### src/rtl/conv_operand_deser_pkg.sv
// Shared convolutor definitions: operand width, deserialiser states and the
// saturating error-counter helper.
package conv_pkg;

  localparam int unsigned OPERAND_W = 6;
  localparam int unsigned ERR_CNT_W = 4;

  typedef enum logic [1:0] {
    IDLE,
    SHIFT,
    HOLD
  } deser_state_t;

  function automatic logic [ERR_CNT_W-1:0] sat_inc(input logic [ERR_CNT_W-1:0] v);
    return (v == '1) ? v : v + 1'b1;
  endfunction

endpackage

### src/rtl/conv_operand_deser_shift.sv
// Right-shift-in operand register: new bits enter at the MSB, so after WIDTH
// shifts the first bit received sits in bit 0.
module deser_shift
  import conv_pkg::*;
#(
  parameter int unsigned WIDTH = OPERAND_W
) (
  input  logic             clk_i,
  input  logic             rst_ni,
  input  logic             bit_i,
  input  logic             shift_en_i,
  input  logic             restart_i,
  output logic [WIDTH-1:0] q_o
);

  logic [WIDTH-1:0] shift_q;
  logic [WIDTH-1:0] shift_d;

  // A restart drops any partial word and makes the incoming bit the new bit 0.
  always_comb begin
    shift_d = shift_q;
    if (shift_en_i) begin
      if (restart_i) shift_d = {bit_i, {(WIDTH-1){1'b0}}};
      else           shift_d = {bit_i, shift_q[WIDTH-1:1]};
    end else if (restart_i) begin
      shift_d = '0;
    end
  end

  always_ff @(posedge clk_i or negedge rst_ni) begin
    if (!rst_ni) shift_q <= '0;
    else         shift_q <= shift_d;
  end

  assign q_o = shift_q;

endmodule

### src/rtl/conv_operand_deser.sv
// Bit-serial operand receiver: reassembles LSB-first (a_bit, b_bit) beats into
// parallel operand pairs and flags start-of-frame violations.
module conv_operand_deser
  import conv_pkg::*;
#(
  parameter int unsigned WIDTH = OPERAND_W,
  parameter int unsigned CNT_W = $clog2(WIDTH)
) (
  input  logic                 clock,
  input  logic                 reset_n,
  input  logic                 in_valid,
  output logic                 in_ready,
  input  logic                 in_sof,
  input  logic                 a_bit,
  input  logic                 b_bit,
  output logic                 out_valid,
  input  logic                 out_ready,
  output logic [WIDTH-1:0]     A_out,
  output logic [WIDTH-1:0]     B_out,
  output logic                 frame_err,
  output logic [ERR_CNT_W-1:0] err_count
);

  deser_state_t         state_q;
  logic [CNT_W-1:0]     bit_cnt_q;
  logic [WIDTH-1:0]     a_word_q;
  logic [WIDTH-1:0]     b_word_q;
  logic                 out_valid_q;
  logic                 frame_err_q;
  logic [ERR_CNT_W-1:0] err_cnt_q;

  logic             accept;
  logic             shift_en;
  logic             restart;
  logic             last_beat;
  logic [WIDTH-1:0] sh_a;
  logic [WIDTH-1:0] sh_b;
  logic             unused_lsbs;

  // While holding a word, a new beat may only enter in the cycle the word leaves.
  assign in_ready  = (state_q == HOLD) ? out_ready : 1'b1;
  assign accept    = in_valid & in_ready;
  assign restart   = accept & in_sof;
  assign shift_en  = accept & (in_sof | (state_q == SHIFT));
  assign last_beat = (bit_cnt_q == CNT_W'(WIDTH - 1));

  deser_shift #(.WIDTH(WIDTH)) u_shift_a (
    .clk_i      (clock),
    .rst_ni     (reset_n),
    .bit_i      (a_bit),
    .shift_en_i (shift_en),
    .restart_i  (restart),
    .q_o        (sh_a)
  );

  deser_shift #(.WIDTH(WIDTH)) u_shift_b (
    .clk_i      (clock),
    .rst_ni     (reset_n),
    .bit_i      (b_bit),
    .shift_en_i (shift_en),
    .restart_i  (restart),
    .q_o        (sh_b)
  );

  // Bit 0 of the shift registers is pushed out by the completing beat.
  assign unused_lsbs = sh_a[0] ^ sh_b[0];

  always_ff @(posedge clock or negedge reset_n) begin
    if (!reset_n) begin
      state_q     <= IDLE;
      bit_cnt_q   <= '0;
      a_word_q    <= '0;
      b_word_q    <= '0;
      out_valid_q <= 1'b0;
      frame_err_q <= 1'b0;
      err_cnt_q   <= '0;
    end else begin
      frame_err_q <= 1'b0;
      case (state_q)
        IDLE: begin
          if (accept) begin
            if (in_sof) begin
              state_q   <= SHIFT;
              bit_cnt_q <= CNT_W'(1);
            end else begin
              frame_err_q <= 1'b1;
              err_cnt_q   <= sat_inc(err_cnt_q);
            end
          end
        end
        SHIFT: begin
          if (accept) begin
            if (in_sof) begin
              frame_err_q <= 1'b1;
              err_cnt_q   <= sat_inc(err_cnt_q);
              bit_cnt_q   <= CNT_W'(1);
            end else if (last_beat) begin
              a_word_q    <= {a_bit, sh_a[WIDTH-1:1]};
              b_word_q    <= {b_bit, sh_b[WIDTH-1:1]};
              bit_cnt_q   <= '0;
              out_valid_q <= 1'b1;
              state_q     <= HOLD;
            end else begin
              bit_cnt_q <= bit_cnt_q + 1'b1;
            end
          end
        end
        HOLD: begin
          if (out_ready) begin
            out_valid_q <= 1'b0;
            if (accept && in_sof) begin
              state_q   <= SHIFT;
              bit_cnt_q <= CNT_W'(1);
            end else begin
              state_q <= IDLE;
              if (accept) begin
                frame_err_q <= 1'b1;
                err_cnt_q   <= sat_inc(err_cnt_q);
              end
            end
          end
        end
        default: state_q <= IDLE;
      endcase
    end
  end

  assign out_valid = out_valid_q;
  assign A_out     = a_word_q;
  assign B_out     = b_word_q;
  assign frame_err = frame_err_q;
  assign err_count = err_cnt_q;

endmodule

### config.mk
export PLATFORM = sky130hd
export DESIGN_NAME = conv_operand_deser
export DESIGN_NICKNAME = d
export VERILOG_FILES = /design/src/rtl/conv_operand_deser_pkg.sv /design/src/rtl/conv_operand_deser_shift.sv /design/src/rtl/conv_operand_deser.sv
export SDC_FILE = /design/constraint.sdc
export NUM_CORES = 1
export LEC_CHECK = 0
export CAP_MARGIN = 20
export CORE_MARGIN = 3
export CORE_UTILIZATION = 35
export DETAILED_ROUTE_END_ITERATION = 16
export PLACE_DENSITY = 0.64
export SLEW_MARGIN = 20
export SYNTH_ARGS = -nofsm -noshare
export SYNTH_HDL_FRONTEND = slang
export SYNTH_SLANG_ARGS = --single-unit
### constraint.sdc
create_clock -name clock -period 2.9 [get_ports clock]
set_clock_uncertainty 0.15 [all_clocks]
set_input_delay 0.29 -clock clock [delete_from_list [all_inputs] [get_ports clock]]
set_output_delay 0.29 -clock clock [all_outputs]
set_load 0.01 [all_outputs]
==> flow_summary.html, run 1 <==
<table>
<tr><th>Metric</th><th>Value</th></tr>
<tr><th colspan="2">Critical path</th></tr>
<tr><td>Crit path kind</td><td>in -&gt; out</td></tr>
<tr><td>Delay of the slowest critical-path stage</td><td>about 570 ps</td></tr>
<tr><td>Cell with the most instances on the worst path</td><td>sky130_fd_sc_hd__clkdlybuf4s50_1</td></tr>
<tr><td>Slowest cell on the critical path</td><td>sky130_fd_sc_hd__clkdlybuf4s50_1</td></tr>
<tr><td>Required time worst endpoint</td><td>about 2500 ps</td></tr>
<tr><td>Crit path max fanout</td><td>4</td></tr>
<tr><td>Cell chain of the critical path</td><td>clkdlybuf4s50_1 -&gt; inv_1 -&gt; nand3_1 -&gt; clkdlybuf4s50_1</td></tr>
<tr><td>Nature of the critical path endpoint</td><td>primary output</td></tr>
<tr><td>Arrival @ worst endpoint</td><td>1580 ps</td></tr>
<tr><td>Reg-to-reg startpoint</td><td>state_q[1]</td></tr>
<tr><td>Type of origin of the critical path</td><td>input port</td></tr>
<tr><td>Critical path launch point</td><td>out_ready</td></tr>
<tr><th colspan="2">Clock network</th></tr>
<tr><td>Clock tree buffer depth</td><td>2</td></tr>
<tr><td>Root cell of the clock tree</td><td>sky130_fd_sc_hd__clkbuf_8</td></tr>
<tr><td>Sinks on Clock Net</td><td>33</td></tr>
<tr><td>Htree depth</td><td>2</td></tr>
<tr><td>Post-CTS setup buffer count</td><td>0</td></tr>
<tr><td>Clock tree from TritonCTS</td><td>done</td></tr>
<tr><td>Resized cells post-CTS</td><td>0</td></tr>
<tr><td>Clock-pin slew on the worst setup and hold paths</td><td>around 60 ps</td></tr>
<tr><td>CTS buffer count</td><td>5</td></tr>
<tr><td>Worst skew pair latency</td><td>between 200 and 300 ps</td></tr>
<tr><td>Post-CTS Hold Fix Bufs</td><td>0</td></tr>
<tr><th colspan="2">Power</th></tr>
<tr><td>Power Dens Cells</td><td>889 nW/µm²</td></tr>
<tr><td>Static leakage</td><td>approximately 0.85 nW</td></tr>
<tr><td>Worst VDD drop</td><td>between 0.4 and 0.5 mV</td></tr>
<tr><th colspan="2">Placement</th></tr>
<tr><td>Placed cell area</td><td>about 1700 µm²</td></tr>
<tr><td>DP HPWL</td><td>1740 µm</td></tr>
<tr><td># port buffers</td><td>25</td></tr>
<tr><td>Routability congestion estimate from global placement</td><td>~0.82</td></tr>
<tr><th colspan="2">Synthesis</th></tr>
<tr><td>Multiplexer fraction of the synthesized cell area</td><td>0.134</td></tr>
<tr><td>Area share of the largest cell type after synthesis</td><td>0.579</td></tr>
<tr><td>Fraction of the mapped netlist area in compound gates</td><td>0.112</td></tr>
<tr><td>Number of enable-type register cells in the synthesized netlist</td><td>0</td></tr>
<tr><td>Synth cell types</td><td>32</td></tr>
<tr><td>Count of state elements after synthesis</td><td>33</td></tr>
<tr><td>Synth Instances</td><td>roughly 110</td></tr>
<tr><td>Share of synthesized area occupied by flip-flops and latches</td><td>0.579</td></tr>
<tr><td>Post-synthesis share of cell area spent on and, or, nand and nor gates</td><td>0.118</td></tr>
<tr><td>Cell types with the largest area share after synthesis</td><td>sky130_fd_sc_hd__dfrtp_1, sky130_fd_sc_hd__mux2_1, sky130_fd_sc_hd__mux2_2</td></tr>
<tr><td>Synth area leader</td><td>sky130_fd_sc_hd__dfrtp_1</td></tr>
<tr><td>Mean Syn Cell Area</td><td>about 13 µm²</td></tr>
<tr><td>Predominant post-synthesis flop cell</td><td>sky130_fd_sc_hd__dfrtp_1</td></tr>
<tr><td>Share of flip-flops with an asynchronous set or reset</td><td>1.00</td></tr>
<tr><td>Summed instance area of the synthesized netlist</td><td>1430 µm²</td></tr>
<tr><td>Number of synthesis warnings</td><td>0</td></tr>
<tr><td>Area share of fa/ha/maj cells after synthesis</td><td>0.00877</td></tr>
<tr><td>Net count after synthesis</td><td>120</td></tr>
<tr><td>Main combinational cell family by area after synthesis</td><td>multiplexers</td></tr>
<tr><td>Area share of xor/xnor cells in the synthesized design</td><td>0.00614</td></tr>
<tr><th colspan="2">Cells and area</th></tr>
<tr><td>Share of post-route cells with drive strength above 1</td><td>0.154</td></tr>
<tr><td># diodes</td><td>0</td></tr>
<tr><td>Area added between synthesis and finish</td><td>28.7%</td></tr>
<tr><td>Most frequent cells in the layout</td><td>sky130_fd_sc_hd__dfrtp_1, sky130_fd_sc_hd__clkdlybuf4s50_1, sky130_fd_sc_hd__mux2_1, sky130_fd_sc_hd__a22o_1, sky130_fd_sc_hd__mux2_2</td></tr>
<tr><td>Non-Filler Cell Area, Final</td><td>between 1500 and 2000 µm²</td></tr>
<tr><td>Commonest non-fill, non-tap cell in the layout</td><td>sky130_fd_sc_hd__dfrtp_1</td></tr>
<tr><td>Net count reported at finish</td><td>150</td></tr>
<tr><th colspan="2">GRT</th></tr>
<tr><td>Met2 Usage GRT</td><td>0.182</td></tr>
<tr><td>Vias in the first global route</td><td>roughly 920</td></tr>
<tr><td>First-pass GRT wire length</td><td>between 4000 and 5000 µm</td></tr>
<tr><td>Met3 Use GR</td><td>0.0507</td></tr>
<tr><td>Busiest layer in global routing</td><td>met2</td></tr>
<tr><td>All-layer global routing usage</td><td>0.111</td></tr>
<tr><td>Met1 demand-to-capacity share in global routing</td><td>0.119</td></tr>
<tr><td>Number of antenna violations at the first check in global routing</td><td>0</td></tr>
<tr><td>Total congestion overflow after global routing</td><td>0</td></tr>
<tr><td>Pin count of the biggest net entering global routing</td><td>34</td></tr>
<tr><th colspan="2">Route</th></tr>
<tr><td>Post-route DRC</td><td>0</td></tr>
<tr><td>Total via count in the routed design</td><td>~940</td></tr>
<tr><td>Detailed Routing Iterations Pass 1</td><td>4</td></tr>
<tr><td>DR WL/cell</td><td>13.0 µm</td></tr>
<tr><td>Iteration-0 DRC count of the detailed router</td><td>28</td></tr>
<tr><td>Via density</td><td>between 4 and 5</td></tr>
<tr><td>Residual antenna-violating net count after detailed routing</td><td>0</td></tr>
<tr><td>Overall routed net length</td><td>between 2000 and 2500 µm</td></tr>
<tr><th colspan="2">Run status</th></tr>
<tr><td>Outcome</td><td>completed</td></tr>
<tr><th colspan="2">Timing</th></tr>
<tr><td>Transition time of the tightest slew-check pin</td><td>502 ps</td></tr>
<tr><td>Max-slew headroom at the worst pin</td><td>0.664</td></tr>
<tr><td>Maximum clock frequency</td><td>0.496 GHz</td></tr>
<tr><td>Unrepaired setup endpoints after global routing</td><td>no</td></tr>
<tr><td>Minimum clock period after layout</td><td>just over 2000 ps</td></tr>
<tr><td>Fin. Hold Viols</td><td>0</td></tr>
<tr><td>Total setup violations reported at the end of the flow</td><td>0</td></tr>
<tr><td>Aggregate negative setup slack</td><td>0 ps</td></tr>
<tr><td>Final clock period utilization by the worst path</td><td>0.695</td></tr>
<tr><td>Number of pins with negative max-slew slack in the final report</td><td>0</td></tr>
<tr><th colspan="2">Min path</th></tr>
<tr><td>Min-Delay Path Class</td><td>in -&gt; async</td></tr>
<tr><th colspan="2">Floorplanning</th></tr>
<tr><td>Placement row count</td><td>22</td></tr>
<tr><td>Die Span X</td><td>approximately 70 µm</td></tr>
<tr><td>Die Outline Area</td><td>roughly 4900 µm²</td></tr>
<tr><td>Standard cell core area</td><td>3800 µm²</td></tr>
<tr><td>Effective utilization at floorplan</td><td>0.375</td></tr>
<tr><td># IOs</td><td>26</td></tr>
<tr><td>Height of the die</td><td>around 70 µm</td></tr>
<tr><th colspan="2">Run</th></tr>
<tr><td>Maximum Capacitance Violations</td><td>0</td></tr>
</table>
[layer usage]
metal / part of all wire / up-vias / routed length (µm)
met5: 0 / - / 0
met4: 0.018 / 0 / 45
met3: 0.037 / 5 / 93
met2: 0.50 / 13 / 1240
met1: 0.45 / 467 / 1110
li1: - / 456 / -
[worst paths after layout]
path | endpoint | slack [ps] | cells after the start
max | in_ready | 880 | 4
min in group clock | A_out[4] | 340 | 1
max reg2reg | B_out[1] | 1070 | 4
max in group asynchronous | B_out[4] | 2060 | 2
min | u_shift_a.q_o[2] | 260 | 2
min reg2reg | A_out[4] | 340 | 1
[where the power goes]
| part | internal (W) | total [W] | switching, W |
|---|---|---|---|
| Sequential | 0.000593 | 0.000708 | 0.000115 |
| Combinational | 0.000289 | 0.000490 | 0.000201 |
| Clock | 0.000280 | 0.000434 | 0.000154 |
[area by class of cell]
type                            instances  area [µm²]
Multi-Input combinational cell         70         542
Fill cell                             346        1960
Clock buffer                            7        86.3
Sequential cell                        33         826
Timing Repair Buffer                   29         280
Clock inverter                          1        30.0
Inverter                                3        11.3
Tap cell                               48        60.1
[cells by family after synthesis]
| kind of cell | count (synthesis) |
|---|---|
| muxes | 17 |
| AOI/OAI and AO/OA | 21 |
| DFF | 33 |
| and+or+nand+nor | 30 |
| xor gates and xnor gates | 1 |
| adders and majority gates | 1 |
| buffers and inverters | 9 |
[per-stage QoR]
stage | power, W | hold slack, ps | utilization | cells | worst slack, ps
final | 0.00163 | 258 | 0.483 | 191 | 884
after global routing | 0.00174 | 301 | 0.483 | 191 | 790
after CTS | 0.00166 | 268 | 0.483 | 191 | 875
after detailed placement | 0.00122 | 328 | 0.453 | 183 | 611
after global placement | 0.00120 | 323 | 0.453 | 183 | 644
after floorplan | 0.000980 | -156 | - | 112 | 1140
[cells in the mapped netlist (2+ instances only)]
cell type                  instances
sky130_fd_sc_hd__dfrtp_1          33
sky130_fd_sc_hd__mux2_1            9
sky130_fd_sc_hd__a22o_1            8
sky130_fd_sc_hd__mux2_2            8
sky130_fd_sc_hd__nand2_1           6
sky130_fd_sc_hd__nor2_1            6
sky130_fd_sc_hd__nand2b_1          5
sky130_fd_sc_hd__a21oi_1           4
sky130_fd_sc_hd__nand3_1           4
sky130_fd_sc_hd__inv_1             3
sky130_fd_sc_hd__buf_2             2
sky130_fd_sc_hd__nor2b_1           2
sky130_fd_sc_hd__o211ai_1          2
sky130_fd_sc_hd__o21ai_0           2
[registers in the layout, summed over array words and instances, names as in the netlist]
register       flops
out_valid          1
A_out              6
state_q            2
u_shift_b.q_o      5
err_count          4
u_shift_a.q_o      5
frame_err          1
B_out              6
bit_cnt_q          3
[critical path, delay by kind of cell]
family	cells	cell delay, ps
buffers and inverters	3	1160
AND/OR/NAND/NOR	1	130
No activity file was read; power rests on OpenSTA's default activity.
==> run 2, diff against run 1 <==
- PLACE_DENSITY: 0.64 -> 0.66
- clock period: 2.9 -> 1.8 ns (I/O delays scaled with it)
==> flow_summary.html, run 2 (same netlist as run 1, synthesis figures left out) <==
<table>
<tr><th>Metric</th><th>Value</th></tr>
<tr><th colspan="2">Floorplanning</th></tr>
<tr><td>Die Outline Area</td><td>4880 µm² (unchanged)</td></tr>
<tr><td>Effective utilization at floorplan</td><td>0.375 (unchanged)</td></tr>
<tr><td>Height of the die</td><td>69.8 µm (unchanged)</td></tr>
<tr><td>Placement row count</td><td>22 (unchanged)</td></tr>
<tr><td># IOs</td><td>26 (unchanged)</td></tr>
<tr><td>Standard cell core area</td><td>3800 µm² (unchanged)</td></tr>
<tr><td>Die Span X</td><td>69.8 µm (unchanged)</td></tr>
<tr><th colspan="2">Timing</th></tr>
<tr><td>Aggregate negative setup slack</td><td>0 ps (unchanged)</td></tr>
<tr><td>Number of pins with negative max-slew slack in the final report</td><td>0 (unchanged)</td></tr>
<tr><td>Total setup violations reported at the end of the flow</td><td>0 (unchanged)</td></tr>
<tr><td>Fin. Hold Viols</td><td>0 (unchanged)</td></tr>
<tr><td>Unrepaired setup endpoints after global routing</td><td>yes (was no)</td></tr>
<tr><td>Maximum clock frequency</td><td>roughly 0.57 GHz</td></tr>
<tr><td>Transition time of the tightest slew-check pin</td><td>399 ps (was 502 ps)</td></tr>
<tr><td>Max-slew headroom at the worst pin</td><td>0.734 (was 0.664)</td></tr>
<tr><td>Minimum clock period after layout</td><td>approximately 1800 ps</td></tr>
<tr><td>Final clock period utilization by the worst path</td><td>0.979</td></tr>
<tr><th colspan="2">Cells and area</th></tr>
<tr><td>Share of post-route cells with drive strength above 1</td><td>0.193 (was 0.154)</td></tr>
<tr><td># diodes</td><td>0 (unchanged)</td></tr>
<tr><td>Area added between synthesis and finish</td><td>33.8% (was 28.7%)</td></tr>
<tr><td>Commonest non-fill, non-tap cell in the layout</td><td>sky130_fd_sc_hd__dfrtp_1 (unchanged)</td></tr>
<tr><td>Most frequent cells in the layout</td><td>sky130_fd_sc_hd__dfrtp_1, sky130_fd_sc_hd__clkdlybuf4s50_1, sky130_fd_sc_hd__buf_4, sky130_fd_sc_hd__mux2_1 (was sky130_fd_sc_hd__dfrtp_1, sky130_fd_sc_hd__clkdlybuf4s50_1, sky130_fd_sc_hd__mux2_1, sky130_fd_sc_hd__a22o_1, sky130_fd_sc_hd__mux2_2)</td></tr>
<tr><td>Net count reported at finish</td><td>157 (was 150)</td></tr>
<tr><td>Number of fill cells in the layout</td><td>330 (was 346)</td></tr>
<tr><td>Final Util</td><td>0.502 (was 0.483)</td></tr>
<tr><th colspan="2">GRT</th></tr>
<tr><td>All-layer global routing usage</td><td>0.119 (was 0.111)</td></tr>
<tr><td>Total congestion overflow after global routing</td><td>0 (unchanged)</td></tr>
<tr><td>Pin count of the biggest net entering global routing</td><td>34 (unchanged)</td></tr>
<tr><td>Vias in the first global route</td><td>1043 (was 923)</td></tr>
<tr><td>First-pass GRT wire length</td><td>4630 µm (was 4140 µm)</td></tr>
<tr><td>Number of antenna violations at the first check in global routing</td><td>0 (unchanged)</td></tr>
<tr><th colspan="2">Clock network</th></tr>
<tr><td>CTS buffer count</td><td>5 (unchanged)</td></tr>
<tr><td>Worst skew pair latency</td><td>280 ps (about the same)</td></tr>
<tr><td>Post-CTS setup buffer count</td><td>0 (unchanged)</td></tr>
<tr><td>Clock-pin slew on the worst setup and hold paths</td><td>70 ps (was 60 ps)</td></tr>
<tr><td>Clock tree buffer depth</td><td>2 (unchanged)</td></tr>
<tr><td>Clock tree from TritonCTS</td><td>done (unchanged)</td></tr>
<tr><td>Htree depth</td><td>2 (unchanged)</td></tr>
<tr><td>Sinks on Clock Net</td><td>33 (unchanged)</td></tr>
<tr><td>Root cell of the clock tree</td><td>sky130_fd_sc_hd__clkbuf_8 (unchanged)</td></tr>
<tr><th colspan="2">Power</th></tr>
<tr><td>Worst VDD drop</td><td>0.863 mV (was 0.423 mV)</td></tr>
<tr><td>Power Dens Cells</td><td>1410 nW/µm² (was 889 nW/µm²)</td></tr>
<tr><td>Static leakage</td><td>0.880 nW (was 0.846 nW)</td></tr>
<tr><th colspan="2">Route</th></tr>
<tr><td>DR WL/cell</td><td>13.2 µm (was 13.0 µm)</td></tr>
<tr><td>Overall routed net length</td><td>2610 µm (was 2490 µm)</td></tr>
<tr><td>Residual antenna-violating net count after detailed routing</td><td>0 (unchanged)</td></tr>
<tr><td>Detailed Routing Iterations Pass 1</td><td>4 (unchanged)</td></tr>
<tr><td>Post-route DRC</td><td>0 (unchanged)</td></tr>
<tr><td>Iteration-0 DRC count of the detailed router</td><td>36 (was 28)</td></tr>
<tr><td>Total via count in the routed design</td><td>965 (was 941)</td></tr>
<tr><td>Via density</td><td>4.87 (was 4.93)</td></tr>
<tr><th colspan="2">Critical path</th></tr>
<tr><td>Required time worst endpoint</td><td>1810 ps (was 2460 ps)</td></tr>
<tr><td>Arrival @ worst endpoint</td><td>1770 ps (was 1580 ps)</td></tr>
<tr><td>Type of origin of the critical path</td><td>register (was input port)</td></tr>
<tr><td>Crit path max fanout</td><td>13 (was 4)</td></tr>
<tr><td>Delay of the slowest critical-path stage</td><td>430 ps (was 570 ps)</td></tr>
<tr><td>Cell chain of the critical path</td><td>nor4bb_2 -&gt; and3_1 -&gt; buf_12 -&gt; mux2_2 (was clkdlybuf4s50_1 -&gt; inv_1 -&gt; nand3_1 -&gt; clkdlybuf4s50_1)</td></tr>
<tr><td>Nature of the critical path endpoint</td><td>register (was primary output)</td></tr>
<tr><td>Crit path kind</td><td>reg -&gt; reg (was in -&gt; out)</td></tr>
<tr><td>Slowest cell on the critical path</td><td>sky130_fd_sc_hd__dfrtp_1 (was sky130_fd_sc_hd__clkdlybuf4s50_1)</td></tr>
<tr><th colspan="2">Run</th></tr>
<tr><td>Maximum Capacitance Violations</td><td>0 (unchanged)</td></tr>
<tr><th colspan="2">Placement</th></tr>
<tr><td>Routability congestion estimate from global placement</td><td>0.874 (was 0.817)</td></tr>
<tr><td>DP HPWL</td><td>1890 µm (was 1740 µm)</td></tr>
<tr><td># port buffers</td><td>25 (unchanged)</td></tr>
<tr><th colspan="2">Run status</th></tr>
<tr><td>Outcome</td><td>completed (unchanged)</td></tr>
<tr><th colspan="2">Min path</th></tr>
<tr><td>Min-Delay Path Class</td><td>in -&gt; async (unchanged)</td></tr>
</table>
[run 2: changes by cell type in the layout (fill, tap and decap cells not counted)]
| cell | previous run | this run |
|---|---|---|
| sky130_fd_sc_hd__buf_4 | 4 | 10 |
| sky130_fd_sc_hd__buf_12 | 0 | 1 |
| sky130_fd_sc_hd__clkdlybuf4s50_1 | 25 | 24 |
| sky130_fd_sc_hd__dlygate4sd2_1 | 0 | 1 |
| sky130_fd_sc_hd__o211ai_2 | 1 | 0 |
| sky130_fd_sc_hd__o211ai_4 | 0 | 1 |
[run 2: per-stage QoR]
stage	cells	setup WS [ps]	area (µm²)	hold slack [ps]	total power, W
after CTS	198	31.3	1900	151	0.00272
after floorplan	112	42.1	1430	-266	0.00158
after global placement	190	-186	1780	322	0.00198
after detailed placement	190	-208	1780	327	0.00201
final	198	37.4	1910	136	0.00270
after global routing	198	-24.0	1910	173	0.00289
[run 2: routing by layer]
metal / wire length (µm) / global-route usage / vias up
li1: - / - / 473
met1: 1150 / 0.139 / 475
met2: 1360 / 0.201 / 15
met3: 76 / 0.0391 / 2
met4: 22 / 0.0447 / 0
met5: 0 / 0 / -
[run 2: final cells by class]
type                    count  area (µm²)  share of cell area
clock inverters             1        30.0              0.0157
well taps                  48        60.1              0.0315
flip-flops and latches     33         826               0.433
inverters                   3        11.3             0.00590
clock buffers               7        86.3              0.0452
multi-input cells          70         551               0.289
repair buffers             36         344               0.180
[run 2: final timing paths]
path | cells after the start | from | slack, ps | endpoint
setup reg to reg | 4 | state_q[1] | 40 | B_out[4]
min in group clock | 1 | B_out[5] | 330 | B_out[5]
max in group asynchronous | 2 | reset_n | 1060 | u_shift_a.q_o[4]
hold / removal | 2 | reset_n | 140 | frame_err
setup / recovery | 4 | state_q[1] | 40 | B_out[4]
hold reg to reg | 1 | B_out[5] | 330 | B_out[5]
[run 2: critical path, delay by kind of cell (launching register included)]
kind                   cells  cell delay (ps)
AND/OR/NAND/NOR            2              570
multiplexers               1              330
flip-flops                 1              430
buffers and inverters      1              150
[run 2: where the power goes]
group | internal (W) | switching [W]
registers | 0.000955 | 0.000189
logic | 0.000508 | 0.000343
clock network | 0.000451 | 0.000252
total | 0.00191 | 0.000785
[run 2: what timing repair did]
action	4_1_cts	5_1_grt
endpoints found under the hold margin	0	0
hold buffers	0	0
setup endpoints to repair	1	14
resized for setup	1	1
gates cloned	0	0
pin swaps	0	0
